--- config.mk ---
export PLATFORM = sky130hd
export DESIGN_NAME = fifo18_to_gmii_tx
export DESIGN_NICKNAME = d
export VERILOG_FILES = /design/src/rtl/fifo18_to_gmii_tx.sv
export SDC_FILE = /design/constraint.sdc
export NUM_CORES = 1
export LEC_CHECK = 0
export ABC_AREA = 1
export CAP_MARGIN = 20
export CORE_UTILIZATION = 53
export DETAILED_ROUTE_END_ITERATION = 7
export PLACE_DENSITY = 0.76
export SLEW_MARGIN = 20
export SYNTH_ARGS = -nofsm -noshare
export SYNTH_HDL_FRONTEND = slang
export SYNTH_SLANG_ARGS = --single-unit
--- constraint.sdc ---
create_clock -name sys_clk -period 1.94 [get_ports sys_clk]
set_input_delay 0.291 -clock sys_clk [delete_from_list [all_inputs] [get_ports sys_clk]]
set_output_delay 0.291 -clock sys_clk [all_outputs]
set_load 0.03 [all_outputs]
--- src/rtl/fifo18_to_gmii_tx.sv ---
// fifo18_to_gmii_tx: drains 18-bit frame words from the TX FIFO and emits GMII
// with preamble/SFD, zero padding to 60 bytes, CRC-32 FCS and inter-frame gap.
// The GMII output registers carry the byte chosen by the state of the previous
// cycle, so the byte on gmii_txd always trails the controlling state by one clock.
module fifo18_to_gmii_tx #(
   parameter logic [3:0] Gap = 4'hC
) (
   input  logic        sys_clk,
   input  logic        sys_rst,
   input  logic [17:0] dout,
   input  logic        empty,
   output logic        rd_en,
   input  logic        tx_enable,
   output logic        gmii_tx_en,
   output logic [7:0]  gmii_txd,
   output logic        tx_busy,
   output logic [15:0] frame_cnt,
   output logic [7:0]  underrun_cnt
);

   typedef enum logic [3:0] {
      S_IDLE, S_PRE, S_SFD, S_DHI, S_DLO, S_PAD, S_FCS, S_FLUSH, S_GAP
   } state_t;

   localparam logic [31:0] CrcInit = 32'hFFFF_FFFF;
   localparam logic [10:0] MinLen  = 11'd60;

   // Reflected CRC-32 (0x04C11DB7 reversed = 0xEDB88320), data taken LSB first.
   function automatic logic [31:0] crc32_byte(input logic [31:0] crc, input logic [7:0] data);
      logic [31:0] c;
      c = crc;
      for (int i = 0; i < 8; i++) begin
         if (c[0] ^ data[i]) c = (c >> 1) ^ 32'hEDB8_8320;
         else                c = c >> 1;
      end
      return c;
   endfunction

   state_t      state_q, state_d;
   logic [3:0]  cnt_q, cnt_d;            // PRE / FCS / GAP cycle counter
   logic [10:0] byte_cnt_q, byte_cnt_d;  // payload + pad bytes since SFD
   logic [31:0] crc_q, crc_d;
   logic        tx_en_q, tx_en_d;
   logic [7:0]  txd_q, txd_d;
   logic [15:0] frame_cnt_q, frame_cnt_d;
   logic [7:0]  underrun_cnt_q, underrun_cnt_d;
   logic [17:0] word_q;
   logic        rd_q;
   logic [17:0] cur_word;
   logic [10:0] byte_inc;

   // FIFO Q is valid only the cycle after rd_en; afterwards the held copy is used.
   assign cur_word = rd_q ? dout : word_q;
   // Byte count including the byte being sent now; saturates for oversize frames.
   assign byte_inc = (byte_cnt_q == 11'h7FF) ? byte_cnt_q : byte_cnt_q + 11'd1;

   // Next-state, FIFO read strobe and next GMII byte.
   always_comb begin
      // NOTE: every signal gets a default first so no path leaves it unassigned (no latches).
      state_d        = state_q;
      cnt_d          = cnt_q;
      byte_cnt_d     = byte_cnt_q;
      crc_d          = crc_q;
      frame_cnt_d    = frame_cnt_q;
      underrun_cnt_d = underrun_cnt_q;
      rd_en          = 1'b0;
      tx_en_d        = 1'b0;
      txd_d          = 8'h00;
      case (state_q)
         S_IDLE: begin
            if (tx_enable && !empty) begin
               state_d = S_PRE;
               cnt_d   = 4'd0;
            end
         end
         S_PRE: begin
            tx_en_d = 1'b1;
            txd_d   = 8'h55;
            if (cnt_q == 4'd6) begin
               rd_en   = !empty;
               state_d = S_SFD;
            end else begin
               cnt_d = cnt_q + 4'd1;
            end
         end
         S_SFD: begin
            tx_en_d    = 1'b1;
            txd_d      = 8'hD5;
            crc_d      = CrcInit;
            byte_cnt_d = 11'd0;
            state_d    = S_DHI;
         end
         S_DHI: begin
            tx_en_d    = 1'b1;
            txd_d      = cur_word[15:8];
            crc_d      = crc32_byte(crc_q, cur_word[15:8]);
            byte_cnt_d = byte_inc;
            if (cur_word[17] && cur_word[16]) begin
               if (byte_inc < MinLen) state_d = S_PAD;
               else begin
                  state_d = S_FCS;
                  cnt_d   = 4'd0;
               end
            end else begin
               state_d = S_DLO;
            end
         end
         S_DLO: begin
            tx_en_d    = 1'b1;
            txd_d      = cur_word[7:0];
            crc_d      = crc32_byte(crc_q, cur_word[7:0]);
            byte_cnt_d = byte_inc;
            if (cur_word[17]) begin
               if (byte_inc < MinLen) state_d = S_PAD;
               else begin
                  state_d = S_FCS;
                  cnt_d   = 4'd0;
               end
            end else if (!empty) begin
               rd_en   = 1'b1;
               state_d = S_DHI;
            end else begin
               state_d = S_FLUSH;
               if (underrun_cnt_q != 8'hFF) underrun_cnt_d = underrun_cnt_q + 8'd1;
            end
         end
         S_PAD: begin
            tx_en_d    = 1'b1;
            crc_d      = crc32_byte(crc_q, 8'h00);
            byte_cnt_d = byte_inc;
            if (byte_inc == MinLen) begin
               state_d = S_FCS;
               cnt_d   = 4'd0;
            end
         end
         S_FCS: begin
            tx_en_d = 1'b1;
            case (cnt_q[1:0])
               2'd0:    txd_d = ~crc_q[7:0];
               2'd1:    txd_d = ~crc_q[15:8];
               2'd2:    txd_d = ~crc_q[23:16];
               default: txd_d = ~crc_q[31:24];
            endcase
            if (cnt_q == 4'd3) begin
               frame_cnt_d = frame_cnt_q + 16'd1;
               state_d     = S_GAP;
               cnt_d       = 4'd0;
            end else begin
               cnt_d = cnt_q + 4'd1;
            end
         end
         S_FLUSH: begin
            // A word arrives every other cycle at most; stop once the EOF word is seen.
            if (rd_q) begin
               if (dout[17]) begin
                  state_d = S_GAP;
                  cnt_d   = 4'd0;
               end
            end else if (!empty) begin
               rd_en = 1'b1;
            end
         end
         S_GAP: begin
            // Start the next preamble straight from the last gap cycle so the line
            // is idle for exactly Gap cycles between back-to-back frames.
            if (cnt_q == Gap - 4'd1) begin
               cnt_d = 4'd0;
               if (tx_enable && !empty) state_d = S_PRE;
               else                     state_d = S_IDLE;
            end else begin
               cnt_d = cnt_q + 4'd1;
            end
         end
         default: state_d = S_IDLE;
      endcase
   end

   // State, datapath and output registers, all cleared by the synchronous reset.
   always_ff @(posedge sys_clk) begin
      // NOTE: sequential state uses non-blocking assignments so every register samples pre-edge values.
      if (sys_rst) begin
         state_q        <= S_IDLE;
         cnt_q          <= 4'd0;
         byte_cnt_q     <= 11'd0;
         crc_q          <= CrcInit;
         tx_en_q        <= 1'b0;
         txd_q          <= 8'h00;
         frame_cnt_q    <= 16'd0;
         underrun_cnt_q <= 8'd0;
         word_q         <= 18'd0;
         rd_q           <= 1'b0;
      end else begin
         state_q        <= state_d;
         cnt_q          <= cnt_d;
         byte_cnt_q     <= byte_cnt_d;
         crc_q          <= crc_d;
         tx_en_q        <= tx_en_d;
         txd_q          <= txd_d;
         frame_cnt_q    <= frame_cnt_d;
         underrun_cnt_q <= underrun_cnt_d;
         word_q         <= cur_word;
         rd_q           <= rd_en;
      end
   end

   assign gmii_tx_en   = tx_en_q;
   assign gmii_txd     = txd_q;
   assign tx_busy      = (state_q != S_IDLE);
   assign frame_cnt    = frame_cnt_q;
   assign underrun_cnt = underrun_cnt_q;

endmodule
==> results.yml, run 1 <==
clock_tree:
  root_buffer: "clkbuf_16"
  cts.htree.levels: 3
  cts_inserted_buffers: 9
  cts_sinks: 103
  cts_buffer_depth: 2
  cts_hold_buffers: 0
timing:
  crit_endpoint: "crc_q[23]$_SDFFE_PP1P_/D"
  worst_endpoint_kind: "register data pin"
logic_synthesis:
  synth_seq_cells: 103
  synth_cell_types: 54
  synth_edf_count: 0
  syn_area_um2: 8700
  async_reset_ff_share_pct: 0
  ys_warn_count: 0
  ys.flop_type: "dfxtp_1"
  syn_avg_cell_area_um2: 6.13
  synthCells: 1421
  syn_nets: 1450
  ys_seq_area_share_pct: 23.7
status:
  outcome: "aborted with a tool error"
  first-error: "[ERROR GRT-0232] Routing congestion too high. Check the congestion heatmap in the GUI."
  haltStage: "5_1_grt"
floorplanning:
  rows: 46
  die_h_um: 130
  start_util_pct: 54.6
  num_io_pins: 57
  fp.dieW_um: 130
global_routing:
  grt_max_degree: 54
  overflow: 3
  grtUsageTotal_pct: 72.8
placement:
  port-buffer-count: 56
  dpl.hpwl_um: 26300
  place_inst: 1891
  place.gp.congestion: 1.06
logic make-up after synthesis:
| kind of cell | count (synthesis) | synth area share, % |
|---|---|---|
| AOI/OAI and AO/OA | 224 | 14.6 |
| xor gates and xnor gates | 110 | 12.0 |
| adders and majority gates | 7 | 1.01 |
| buffers and inverters | 206 | 9.85 |
| DFF | 103 | 23.7 |
| muxes | 1 | 0.115 |
| and+or+nand+nor | 770 | 38.7 |
synth_stat cells (3+ instances only):
cell type / number / share of area, %
nand2_1: 448 / 19
inv_1: 139 / 6.0
nand3_1: 133 / 7.6
dfxtp_1: 103 / 24
nor2_1: 91 / 3.9
o21ai_0: 83 / 4.8
a21oi_1: 69 / 4.0
xor2_1: 69 / 6.9
xnor2_1: 30 / 3.0
nand2_2: 29 / 2.1
clkbuf_1: 23 / 0.99
nand4_1: 17 / 1.2
o21ai_1: 16 / 0.92
inv_2: 15 / 0.65
nor3_1: 12 / 0.69
buf_2: 11 / 0.63
xor2_2: 10 / 1.9
o22ai_1: 9 / 0.65
a31oi_1: 7 / 0.50
ha_1: 7 / 1.0
nor2_2: 7 / 0.50
o221ai_1: 7 / 0.70
buf_6: 6 / 0.78
nand3_2: 6 / 0.69
o211ai_1: 6 / 0.52
o21ai_2: 6 / 0.60
buf_4: 5 / 0.43
nand3b_1: 5 / 0.43
o2111ai_1: 5 / 0.50
a211oi_1: 4 / 0.34
a41oi_1: 4 / 0.40
buf_1: 3 / 0.13
nand2b_1: 3 / 0.22
nor2_4: 3 / 0.39
o31ai_1: 3 / 0.26
or2_0: 3 / 0.22
layer usage:
layer / GRT usage (%) / overflow
met1: 72.7 / 0
met2: 87.7 / 0
met3: 63.0 / 0
met4: 65.7 / 3
met5: 32.4 / 0
through the flow:
step | TNS (ns) | hold slack, ns | area [um2] | worst slack (ns)
4_1_cts | -3.65 | 0.225 | 12900 | -0.201
3_5_place_dp | -11.77 | 0.460 | 11200 | -0.477
3_3_place_gp | -9.97 | 0.456 | 11200 | -0.437
2_1_floorplan | 0 | 0.447 | 8710 | 0.0490
timing repair:
item,4_1_cts
setup endpoints to repair,45
gates cloned,4
buffers inserted,36
pin swaps,66
gates resized for setup,245
==> run 2, diff against run 1 <==
CORE_UTILIZATION = 38   (was 53)
PLACE_DENSITY = unset   (was 0.76)
PLACE_DENSITY_LB_ADDON = 0.15   (was unset)
clock period = 2.5 ns   (was 1.94 ns; I/O delays follow)
==> run 2 against run 1 <==
The run now ends clean. Synthesized cell count is the same. Synthesized area is the same.
==> results.yml, run 2 <==
routing:
  vias: 9687
  ant_nets: 0
  vias_per_cell: 5.31
  drt-total-wl_um: 33100
  drtPass1Iterations: 5
  route.detailed.drc: 0
  wl_per_cell_um: 18.1
  drt_iter0_markers: 925
floorplanning:
  num_io_pins: 57
  rows: 55
  die_h_um: 153
  core-area_um2: 22600
  dieArea_um2: 23500
  fp.dieW_um: 153
  start_util_pct: 38.6
placement:
  place_inst: 1806
  dpl.hpwl_um: 25800
  place.gp.congestion: 1.00
  port-buffer-count: 56
  place_area_um2: 10200
  place_ws_ns: -0.0650
logic_synthesis:
  synth_cell_types: 54
  synth_area_leaders: "dfxtp_1 (24%), nand2_1 (19%), nand3_1 (7.6%)"
  async_reset_ff_share_pct: 0
  synth.most_common_cell: "nand2_1"
  ys_seq_area_share_pct: 23.7
  ys.flop_type: "dfxtp_1"
  yosys-top-cells-count: "nand2_1 (448), inv_1 (139), nand3_1 (133)"
  synthCells: 1421
  syn_avg_cell_area_um2: 6.13
  synth_top_area_cell: "dfxtp_1"
  synth_seq_cells: 103
  ys_warn_count: 0
  syn_nets: 1450
  syn_area_um2: 8700
  synth_edf_count: 0
  netlist.area_leader.share_pct: 23.7
power_and_ir_drop:
  clock_power_share_pct: 14.5
  swShare_pct: 52.6
  p_leak_nw: 4.77
  ir_drop_mv: 0.390
  pwr-share-comb_pct: 64.4
  p_per_area_nw_per_um2: 1000
  internal-power_mw: 5.02
  power.share.sequential_pct: 21.1
  netSwitchingPower_mw: 5.57
timing:
  max-slew-margin-rel_pct: 57.3
  max_freq_ghz: 0.422
  hold_viol_final: 0
  rsz0062_at_grt: "false"
  tightest_slew_ns: 0.640
  drv_slew: 0
  worst_slack_ns: 0.131
  final.setup_skew_ns: 0.0142
  setup_viol: 0
  fin_crit_sh_pct: 94.8
  period_minus_slack_ns: 2.37
final_layout:
  finalNonFillerCells: 1825
  diodes: 0
  regArea_um2: 2060
  top_register: "crc_q"
  fillers: 2415
  area_growth_pct: 21.1
  multiInputGateArea_um2: 5830
  final_cell_mix: "nand2_1 (446), inv_1 (138), nand3_1 (133)"
  final_common_cell: "nand2_1"
  drive_gt1_share_pct: 13.4
  layout.nets: 1564
  postLayoutCellArea_um2: 10500
  largest_reg_flops: 32
setup_path:
  crit_type: "reg2out"
  cp-end-kind: "output pin"
  reg2regPathDepth: 11
  critPathRequiredTime_ns: 2.12
  cp-start-kind: "register"
  worstPathMaxFanout: 5
  crit_arrival_ns: 1.99
clock_tree:
  cts_sinks: 103
  cts.htree.levels: 3
  root_buffer: "clkbuf_16"
  cts.clk_slew.worst_paths_ns: 0.08
  cts_buffer_depth: 2
  cts_inserted_buffers: 9
  cts_hold_buffers: 0
  cts_tree: "done"
  clock_latency_ns: 0.38
global_routing:
  grt_max_degree: 54
  overflow: 0
  grt_pass1_vias: 8612
  antenna_found_initial: 0
  grtUsageTotal_pct: 28.3
  grt_pass1_wl_um: 50700
status:
  outcome: "finished clean"
job:
  cap_violations: 0
min_path:
  min_path_type: "in2reg"
  hold_depth: 3
## run 2: cell counts after synthesis
Identical to the previous run, type by type.
## run 2: timing repair
| item | in CTS | in global routing |
|---|---|---|
| setup buffers | 0 | 3 |
| resized for setup | 1 | 12 |
| endpoints found under the setup margin | 1 | 23 |
## run 2: cell type report
type                       count  area share, %
clock inverter                 7          0.771
sequential                   103           19.6
inverter                     157           5.70
clock buffer                   9           2.14
multi-input combinational   1112           55.3
tap                          285           3.38
timing repair buffer         152           13.1
## run 2: critical path, cell delays in order (launching register included)
cell and delay, ns:
dfxtp_1 0.35, inv_1 0.16, ha_1 0.19, clkinv_1 0.09
nor3_2 0.21, nand2_1 0.13, a31oi_1 0.28, buf_4 0.21
## run 2: cell families after synthesis
family	share of synthesized area, %
simple gates	38.7
xor+xnor	12.0
buf+inv	9.85
fa+ha+maj	1.01
flops	23.7
compound gates	14.6
mux	0.115
## run 2: path summary, 6_finish.rpt
kind | from | to | slack [ns]
worst max-delay path | cnt_q[0]$_SDFFE_PP0P_ | rd_en | 0.13
worst min register to register | byte_cnt_q[10]$_SDFFE_PP0P_ | byte_cnt_q[10]$_SDFFE_PP0P_ | 0.48
worst min-delay path | sys_rst | crc_q[0]$_SDFFE_PP1P_ | 0.32
worst max register to register | crc_q[0]$_SDFFE_PP1P_ | crc_q[23]$_SDFFE_PP1P_ | 0.19
## run 2: per-layer routing
metal | vias to the layer above | global-route usage, % | share of wire [%]
met5 | - | 0 | 0
met4 | 0 | 10.9 | 3.3
met3 | 62 | 4.22 | 7.7
met2 | 375 | 44.6 | 43
met1 | 4422 | 38.7 | 46
li1 | 4828 | - | -
## run 2: through the flow
step | TNS [ns] | total power, mW | hold slack, ns | utilization, %
floorplan | 0 | 6.46 | 0.447 | -
global placement | -0.0492 | 8.82 | 0.462 | 45.0
detailed placement | -0.246 | 8.86 | 0.461 | 45.0
CTS | 0 | 10.4 | 0.332 | 46.4
global route | 0 | 11.3 | 0.357 | 46.7
finish | 0 | 10.6 | 0.317 | 46.7
## run 2: power groups by stage
stage / logic, mW / registers, mW / clock network (mW)
2_1_floorplan: 4.35 / 2.11 / 0
3_3_place_gp: 6.58 / 2.25 / 0
3_5_place_dp: 6.61 / 2.25 / 0
4_1_cts: 6.65 / 2.21 / 1.58
5_1_grt: 7.41 / 2.25 / 1.63
6_report: 6.82 / 2.24 / 1.53
No activity file was read; power rests on OpenSTA's default activity.
